[src/rtl/fec_encoder.sv]
// Rate-1/2 K=7 tail-biting convolutional encoder (G1=171, G2=133).
// Ping-pong block buffers decouple the serial input from the coded output.
module fec_encoder #(
  parameter int N_BLK = 96
) (
  input  logic clk,
  input  logic rst,
  input  logic Valid_in,
  input  logic Data_in,
  output logic Ready_out,
  input  logic Ready_in,
  output logic Valid_out,
  output logic Data_out
);

  localparam int CW = $clog2(N_BLK);
  localparam logic [CW-1:0] LAST = CW'(N_BLK - 1);

  typedef enum logic [1:0] {
    IDLE,
    LOAD,
    RUN
  } state_t;

  state_t state_q, state_d;
  logic [1:0][N_BLK-1:0] buf_q, buf_d;
  logic [1:0] full_q, full_d;
  logic fsel_q, fsel_d;
  logic [CW-1:0] wcnt_q, wcnt_d;
  logic rsel_q, rsel_d;
  logic [CW-1:0] rcnt_q, rcnt_d;
  logic ph_q, ph_d;
  logic [5:0] sr_q, sr_d;
  logic vld_q, vld_d;
  logic dat_q, dat_d;

  logic accept, fill_done, rd_done, xfer, other_full;
  logic [N_BLK-1:0] rd_buf;
  logic [CW-1:0] rcnt_nx;
  logic cur_u, nxt_u;
  logic [5:0] ld_sr, nxt_sr;
  logic [1:0] ld_xy, cur_xy, nxt_xy;

  // {X,Y} for current bit u and history s (s[0]=s1 .. s[5]=s6)
  function automatic logic [1:0] enc(input logic u, input logic [5:0] s);
    logic [1:0] r;
    r[1] = u ^ s[0] ^ s[1] ^ s[2] ^ s[5];
    r[0] = u ^ s[1] ^ s[2] ^ s[4] ^ s[5];
    return r;
  endfunction

  assign Ready_out = !rst && !full_q[fsel_q];
  assign Valid_out = vld_q;
  assign Data_out  = dat_q;

  // Fill side: capture accepted bits, mark full, steer to the free buffer
  always_comb begin
    buf_d     = buf_q;
    full_d    = full_q;
    fsel_d    = fsel_q;
    wcnt_d    = wcnt_q;
    accept    = Valid_in && Ready_out;
    fill_done = accept && (wcnt_q == LAST);
    if (accept) begin
      buf_d[fsel_q][wcnt_q] = Data_in;
      wcnt_d = fill_done ? '0 : wcnt_q + 1'b1;
    end
    if (fill_done) full_d[fsel_q] = 1'b1;
    if (rd_done) full_d[rsel_q] = 1'b0;
    if (full_d[fsel_q] && !full_d[~fsel_q]) fsel_d = ~fsel_q;
  end

  // Read FSM: preload tail-biting state, then emit X/Y pairs
  always_comb begin
    state_d    = state_q;
    rsel_d     = rsel_q;
    rcnt_d     = rcnt_q;
    ph_d       = ph_q;
    sr_d       = sr_q;
    vld_d      = vld_q;
    dat_d      = dat_q;
    rd_done    = 1'b0;
    rd_buf     = buf_q[rsel_q];
    xfer       = vld_q && Ready_in;
    rcnt_nx    = rcnt_q + 1'b1;
    cur_u      = rd_buf[rcnt_q];
    nxt_u      = (rcnt_q == LAST) ? 1'b0 : rd_buf[rcnt_nx];
    nxt_sr     = {sr_q[4:0], cur_u};
    other_full = full_q[~rsel_q] || (fill_done && (fsel_q == ~rsel_q));
    for (int k = 0; k < 6; k++) ld_sr[k] = rd_buf[N_BLK-1-k];
    ld_xy  = enc(rd_buf[0], ld_sr);
    cur_xy = enc(cur_u, sr_q);
    nxt_xy = enc(nxt_u, nxt_sr);
    case (state_q)
      IDLE: begin
        if (full_q[rsel_q]) state_d = LOAD;
      end
      LOAD: begin
        sr_d    = ld_sr;
        rcnt_d  = '0;
        ph_d    = 1'b0;
        dat_d   = ld_xy[1];
        vld_d   = 1'b1;
        state_d = RUN;
      end
      RUN: begin
        if (xfer && !ph_q) begin
          ph_d  = 1'b1;
          dat_d = cur_xy[0];
        end else if (xfer) begin
          ph_d = 1'b0;
          sr_d = nxt_sr;
          if (rcnt_q == LAST) begin
            rd_done = 1'b1;
            vld_d   = 1'b0;
            dat_d   = 1'b0;
            rcnt_d  = '0;
            rsel_d  = ~rsel_q;
            state_d = other_full ? LOAD : IDLE;
          end else begin
            rcnt_d = rcnt_nx;
            dat_d  = nxt_xy[1];
          end
        end
      end
      default: state_d = IDLE;
    endcase
  end

  // State registers
  always_ff @(posedge clk or posedge rst) begin
    if (rst) begin
      state_q <= IDLE;
      buf_q   <= '0;
      full_q  <= '0;
      fsel_q  <= 1'b0;
      wcnt_q  <= '0;
      rsel_q  <= 1'b0;
      rcnt_q  <= '0;
      ph_q    <= 1'b0;
      sr_q    <= '0;
      vld_q   <= 1'b0;
      dat_q   <= 1'b0;
    end else begin
      state_q <= state_d;
      buf_q   <= buf_d;
      full_q  <= full_d;
      fsel_q  <= fsel_d;
      wcnt_q  <= wcnt_d;
      rsel_q  <= rsel_d;
      rcnt_q  <= rcnt_d;
      ph_q    <= ph_d;
      sr_q    <= sr_d;
      vld_q   <= vld_d;
      dat_q   <= dat_d;
    end
  end

endmodule

[config.mk]
export PLATFORM = sky130hd
export DESIGN_NAME = fec_encoder
export DESIGN_NICKNAME = d
export VERILOG_FILES = /design/src/rtl/fec_encoder.sv
export SDC_FILE = /design/constraint.sdc
export NUM_CORES = 1
export LEC_CHECK = 0
export CELL_PAD_IN_SITES_DETAIL_PLACEMENT = 2
export CELL_PAD_IN_SITES_GLOBAL_PLACEMENT = 2
export CORE_MARGIN = 2
export CORE_UTILIZATION = 25
export CTS_BUF_LIST = sky130_fd_sc_hd__clkbuf_16
export DETAILED_ROUTE_END_ITERATION = 8
export PLACE_DENSITY = 0.47
export SLEW_MARGIN = 5
export SYNTH_ARGS = -nofsm -noshare
export SYNTH_HDL_FRONTEND = slang
export SYNTH_SLANG_ARGS = --single-unit
[constraint.sdc]
create_clock -name clk -period 7.5 [get_ports clk]
set_input_delay 0.75 -clock clk [delete_from_list [all_inputs] [get_ports clk]]
set_output_delay 0.75 -clock clk [all_outputs]
set_load 0.005 [all_outputs]
# Word-level counts from Yosys, hierarchy flattened
# Cells that the tools add are included.
# op_classes
add_sub_neg	2
order_cmp	10
n_eq_ne	10
n_mux	57
n_bitwise	18
n_reduce_logical	22
# op_table
cell	count
96-bit 2-to-1 mux	3
192-bit bitwise mux	1
96-bit demux with 1-bit select	1
1-bit 2-to-1 mux	29
7-bit 2-to-1 mux	4
7-bit by 8-bit < comparator with 1-bit output, second input constant	3
7-bit by 1-bit adder with 7-bit output, second input constant	2
1-bit binary-select mux with 7-bit select	2
7-bit equality test, second input constant	2
7-bit case mux with 2 select lines	1
2-bit 2-to-1 mux	6
6-bit 2-to-1 mux	2
6-bit case mux with 2 select lines	1
4-bit AND reduction	3
1-bit bitwise XOR	12
1-bit logical AND	10
1-bit by 2-bit < comparator with 1-bit output, second input constant	4
2-bit inequality test, second input constant	4
1-bit demux with 7-bit select	1
7-bit by 1-bit greater-or-equal comparator with 1-bit output, second input constant	1
1-bit case mux with 2 select lines	3
2-bit case mux with 3 select lines	1
1-bit logical NOT	4
3-bit inequality test, second input constant	1
other kinds (14)	18
# word_totals
regBits	221
input_bits	5
output_inout_bits	3
word_cells	131

# Longest topological paths before layout
# depth
word_depth	13
ltp_mapped	13
depth_no_buf	10

# Worst setup path before layout
# No wires, ideal clock.
# synth_path
path_kind	register to register
start	register rcnt_q[0]
end	register dat_q, in the netlist Data_out
setup_ps	128
arrival_ps	2971
required_ps	7372
setup_slack_ps	4402
stages_incl_launch_ff	12
n_path_buf	1
synth_period_minus_slack_ps	3098
path_cell_list	dfrtp_1 ha_1 buf_4 xnor2_4 mux4_2 mux4_2 nor2_1 a2111oi_0 nor4_2 xnor2_1 xnor2_1 o22ai_2
# synth_between
elab_chain_len	12
elab_cells_between_ends	19
classes_between	1 x add/sub; 1 x eq/ne; 9 x mux; 8 x bitwise
# synth_lines
item	line	rtl
start: declaration	31	logic [CW-1:0] rcnt_q, rcnt_d;
start signal: assignment	151	rcnt_q <= rcnt_d;
7-bit by 1-bit adder with 7-bit output	85	rcnt_nx = rcnt_q + 1'b1;
1-bit binary-select mux with 7-bit select	87	nxt_u = (rcnt_q == LAST) ? 1'b0 : rd_buf[rcnt_nx];
1-bit 2-to-1 mux (implied by the code)	87	
1-bit 2-to-1 mux	87	
1-bit bitwise XOR (4 in a row)	47	r[1] = u ^ s[0] ^ s[1] ^ s[2] ^ s[5];
1-bit 2-to-1 mux	113	if (rcnt_q == LAST) begin
1-bit 2-to-1 mux	110	end else if (xfer) begin
1-bit 2-to-1 mux *	107	if (xfer && !ph_q) begin
1-bit case mux with 2 select lines *	94	case (state_q)
end signal: assignment	155	dat_q <= dat_d;
end: declaration	35	logic dat_q, dat_d;
# Mark *: on every way between the ends. The rest lies on a longest branch, timed or not. The select of a mux whose other input is x is not followed.
# A chain may end at the register's enable or synchronous reset.

# Worst setup path in the final report
# layout_path
start	register rsel_q
end	register dat_q, in the netlist Data_out
# layout_between
elab_chain_len	13
elab_cells_between_ends	23
classes_between	11 x mux; 12 x bitwise
# layout_lines
item	line	rtl
start: declaration	30	logic rsel_q, rsel_d;
start signal: assignment	150	rsel_q <= rsel_d;
96-bit 2-to-1 mux (implied by the code) * (2 in a row)	83	rd_buf = buf_q[rsel_q];
1-bit binary-select mux with 7-bit select	87	
1-bit 2-to-1 mux (implied by the code)	87	
1-bit 2-to-1 mux	87	
1-bit bitwise XOR (4 in a row)	47	
1-bit 2-to-1 mux	113	
1-bit 2-to-1 mux	110	
1-bit 2-to-1 mux	107	
1-bit case mux with 2 select lines *	94	
# Marked as above.

==> results.yml <==
status:
  status: "finished, final reports clean"
global_route:
  overflow: 0
  grt_start_max_net_pins: 153
  grt.total_usage_pct: 17.5
  grt_pass1_vias: 9894
  grt_pass1_wl_mm: 70.2
  antenna_found_initial: 1
setup_path:
  critPathCaptureType: "flip-flop"
  worstSetupPathType: "flip-flop to flip-flop"
  start_kind: "flip-flop"
  reg2reg_slack_ns: 3.60
  cp_max_fo: 36
  rr_worst_depth: 10
  r2r-start: "rsel_q"
  crit_required_ns: 7.96
  arrival_ns: 4.36
  timing.rr.end: "Data_out"
drt:
  num_vias: 8966
  ant_nets: 0
  drt_iter0_markers: 474
  routed_via_density: 5.04
  totalWireLength_mm: 46.1
  drc: 0
  wl_per_cell_um: 25.9
  firstDrtPassIters: 4
timing:
  slew-limit-headroom_pct: 23.5
  worst_pin_slew_ns: 1.15
  drv_slew: 0
  tns_ns: 0
  fin_crit_sh_pct: 52.0
  hold_viol: 0
  post-route-min-period_ns: 3.90
  fin_skew_ns: 0.0247
  setup_viol: 0
  rsz0062_at_grt: "no"
  max_freq_mhz: 257
synthesis:
  synthTopCellsByArea: "dfrtp_1, mux2_2, mux4_2, nor2_1, mux2i_1"
  synth-warning-count: 0
  synth-edff-count: 0
  synthesis.nets: 1129
  synth_seq_area_share_pct: 42.4
  synth_ff_type: "dfrtp_1"
  synth_top_area_share_pct: 42.4
  synth.ff_latch_count: 221
  yosysTopAreaCell: "dfrtp_1"
  synth_area_um2: 13100
  synthArstFlopShare_pct: 100
  synthesis.instances: 1122
  synth_cell_types: 62
  avgSynthCellArea_um2: 11.6
clock_tree:
  post_cts_buffers: 0
  post_cts_resize_count: 0
  cts_buffer_depth: 3
  cts_root_buffer: "clkbuf_16"
  numCtsBuffers: 30
  clock_latency_ns: 0.59
  cts.clk_slew.worst_paths_ns: 0.05
  cts-htree-levels: 1
  cts_tree: "built"
  postCtsHoldBufs: 0
  clkSinkCount: 221
power:
  ir_drop_mv: 0.164
  cellLeakagePower_uw: 0.00597
  power_density_nw_per_um2: 271
floorplanning:
  die_w_um: 233
  start_util_pct: 25.3
  core_area_um2: 51500
  dieArea_um2: 54100
  pin_count: 8
  core.rowCount: 83
  die_h_um: 233
hold_path:
  hold_path_startpoint: "buf_q[55]"
  hold_depth: 1
  min_path_type: "flip-flop to flip-flop"
  worstHoldEndpoint: "buf_q[55]"
layout:
  seq_area_um2: 5540
  multiInputGateArea_um2: 7050
  fin_area_um2: 14600
  finalNetCount: 1086
  fin_util_pct: 28.3
  drive_gt1_share_pct: 31.7
  synthToLayoutAreaGrowth_pct: 11.6
  layout_common_cells: "dfrtp_1, nor2_1, mux2_2"
  diodes: 0
  nFillCells: 5573
  final_common_cell: "dfrtp_1"
run:
  maxCapViolCount: 0
placement:
  gp_congestion: 0.712
  dp_hpwl_mm: 29.4
  placed_cell_area_um2: 13700
  port_buffers: 7
synth_stat cells, types with 2 or more instances:
cell type  number
a211oi_1        3
mux4_2         83
nor2b_1        17
a2111oi_0       2
dfrtp_1       221
and2_1          3
nor2_1        213
nand4_1         2
mux2_2        196
and2_0          2
mux2_1          2
nand2_1        76
a32o_1          2
mux4_1          9
buf_1          11
xor2_1          6
ha_1            2
nand3_1        14
inv_1           5
clkbuf_1       59
o21ai_1         2
buf_6           7
o31ai_1         6
and3_1          4
buf_2          12
o22ai_1         5
nor3_1         14
buf_4           7
a22oi_1        12
a21oi_1        21
nor4_1          3
mux2i_1        35
nand2b_1        6
xnor2_1        13
nand4b_1        3
o21ai_0        18
flip-flops by register name, indices dropped and copies added (netlist names):
signal     cells
Valid_out      1
rsel_q         1
state_q        2
wcnt_q         7
full_q         2
buf_q        192
fsel_q         1
rcnt_q         7
ph_q           1
sr_q           6
Data_out       1
how the worst max path moves through the flow:
stage | cells after the start | start | end | slack, ns
after floorplan | 1 | rst | Data_out | 0.70
after global placement | 7 | rst | buf_q[16] | 3.48
after detailed placement | 7 | rst | buf_q[60] | 3.36
after CTS | 10 | rsel_q | Data_out | 3.56
after global routing | 10 | rsel_q | Data_out | 3.43
final | 10 | rsel_q | Data_out | 3.60
area by class of cell:
cell class              count  share of cell area [%]
clock buffers              30                    5.15
clock inverters            22                    1.08
inverters                   5                   0.180
multi-input cells         799                    48.4
flip-flops and latches    221                    38.0
well taps                 680                    5.84
repair buffers             22                    1.32
stage by stage:
stage	hold slack [ns]	setup WS [ns]	power, uW	cells
2_1_floorplan	0.469	0.701	2270	1122
3_3_place_gp	0.489	3.48	2630	1727
3_5_place_dp	0.498	3.36	2640	1727
4_1_cts	0.509	3.56	4050	1779
5_1_grt	0.524	3.43	4180	1779
6_report	0.508	3.60	3950	1779
power breakdown:
group | internal [uW] | switching, uW | total [uW]
clock | 785 | 579 | 1360
combinational | 496 | 715 | 1210
sequential | 1280 | 103 | 1380
total | 2560 | 1400 | 3950
cell families after synthesis:
kind of cell / count (synthesis) / synth area share (%)
AO/OA/AOI/OAI: 84 / 4.25
multiplexers: 325 / 35.9
XOR/XNOR: 20 / 1.49
adder cells (fa/ha/maj): 2 / 0.192
buffers and inverters: 102 / 3.68
flip-flops: 221 / 42.4
AND/OR/NAND/NOR: 368 / 12.1
critical path, cell delays in order, from the launching register on:
cell and delay, ns:
dfrtp_4 0.76, buf_4 0.57, mux2i_1 0.64, mux2i_1 0.14, mux2_2 0.30, a311oi_1 0.27
a211oi_1 0.21, nor4_2 0.41, xnor2_1 0.19, xnor2_1 0.16, o22ai_2 0.08
layer usage:
metal	track usage (%)	wire, um
met1	24.9	22300
met2	28.9	21900
met3	1.80	1030
met4	3.82	845
met5	0	0
Note: power is estimated with default switching activity, not from simulation.
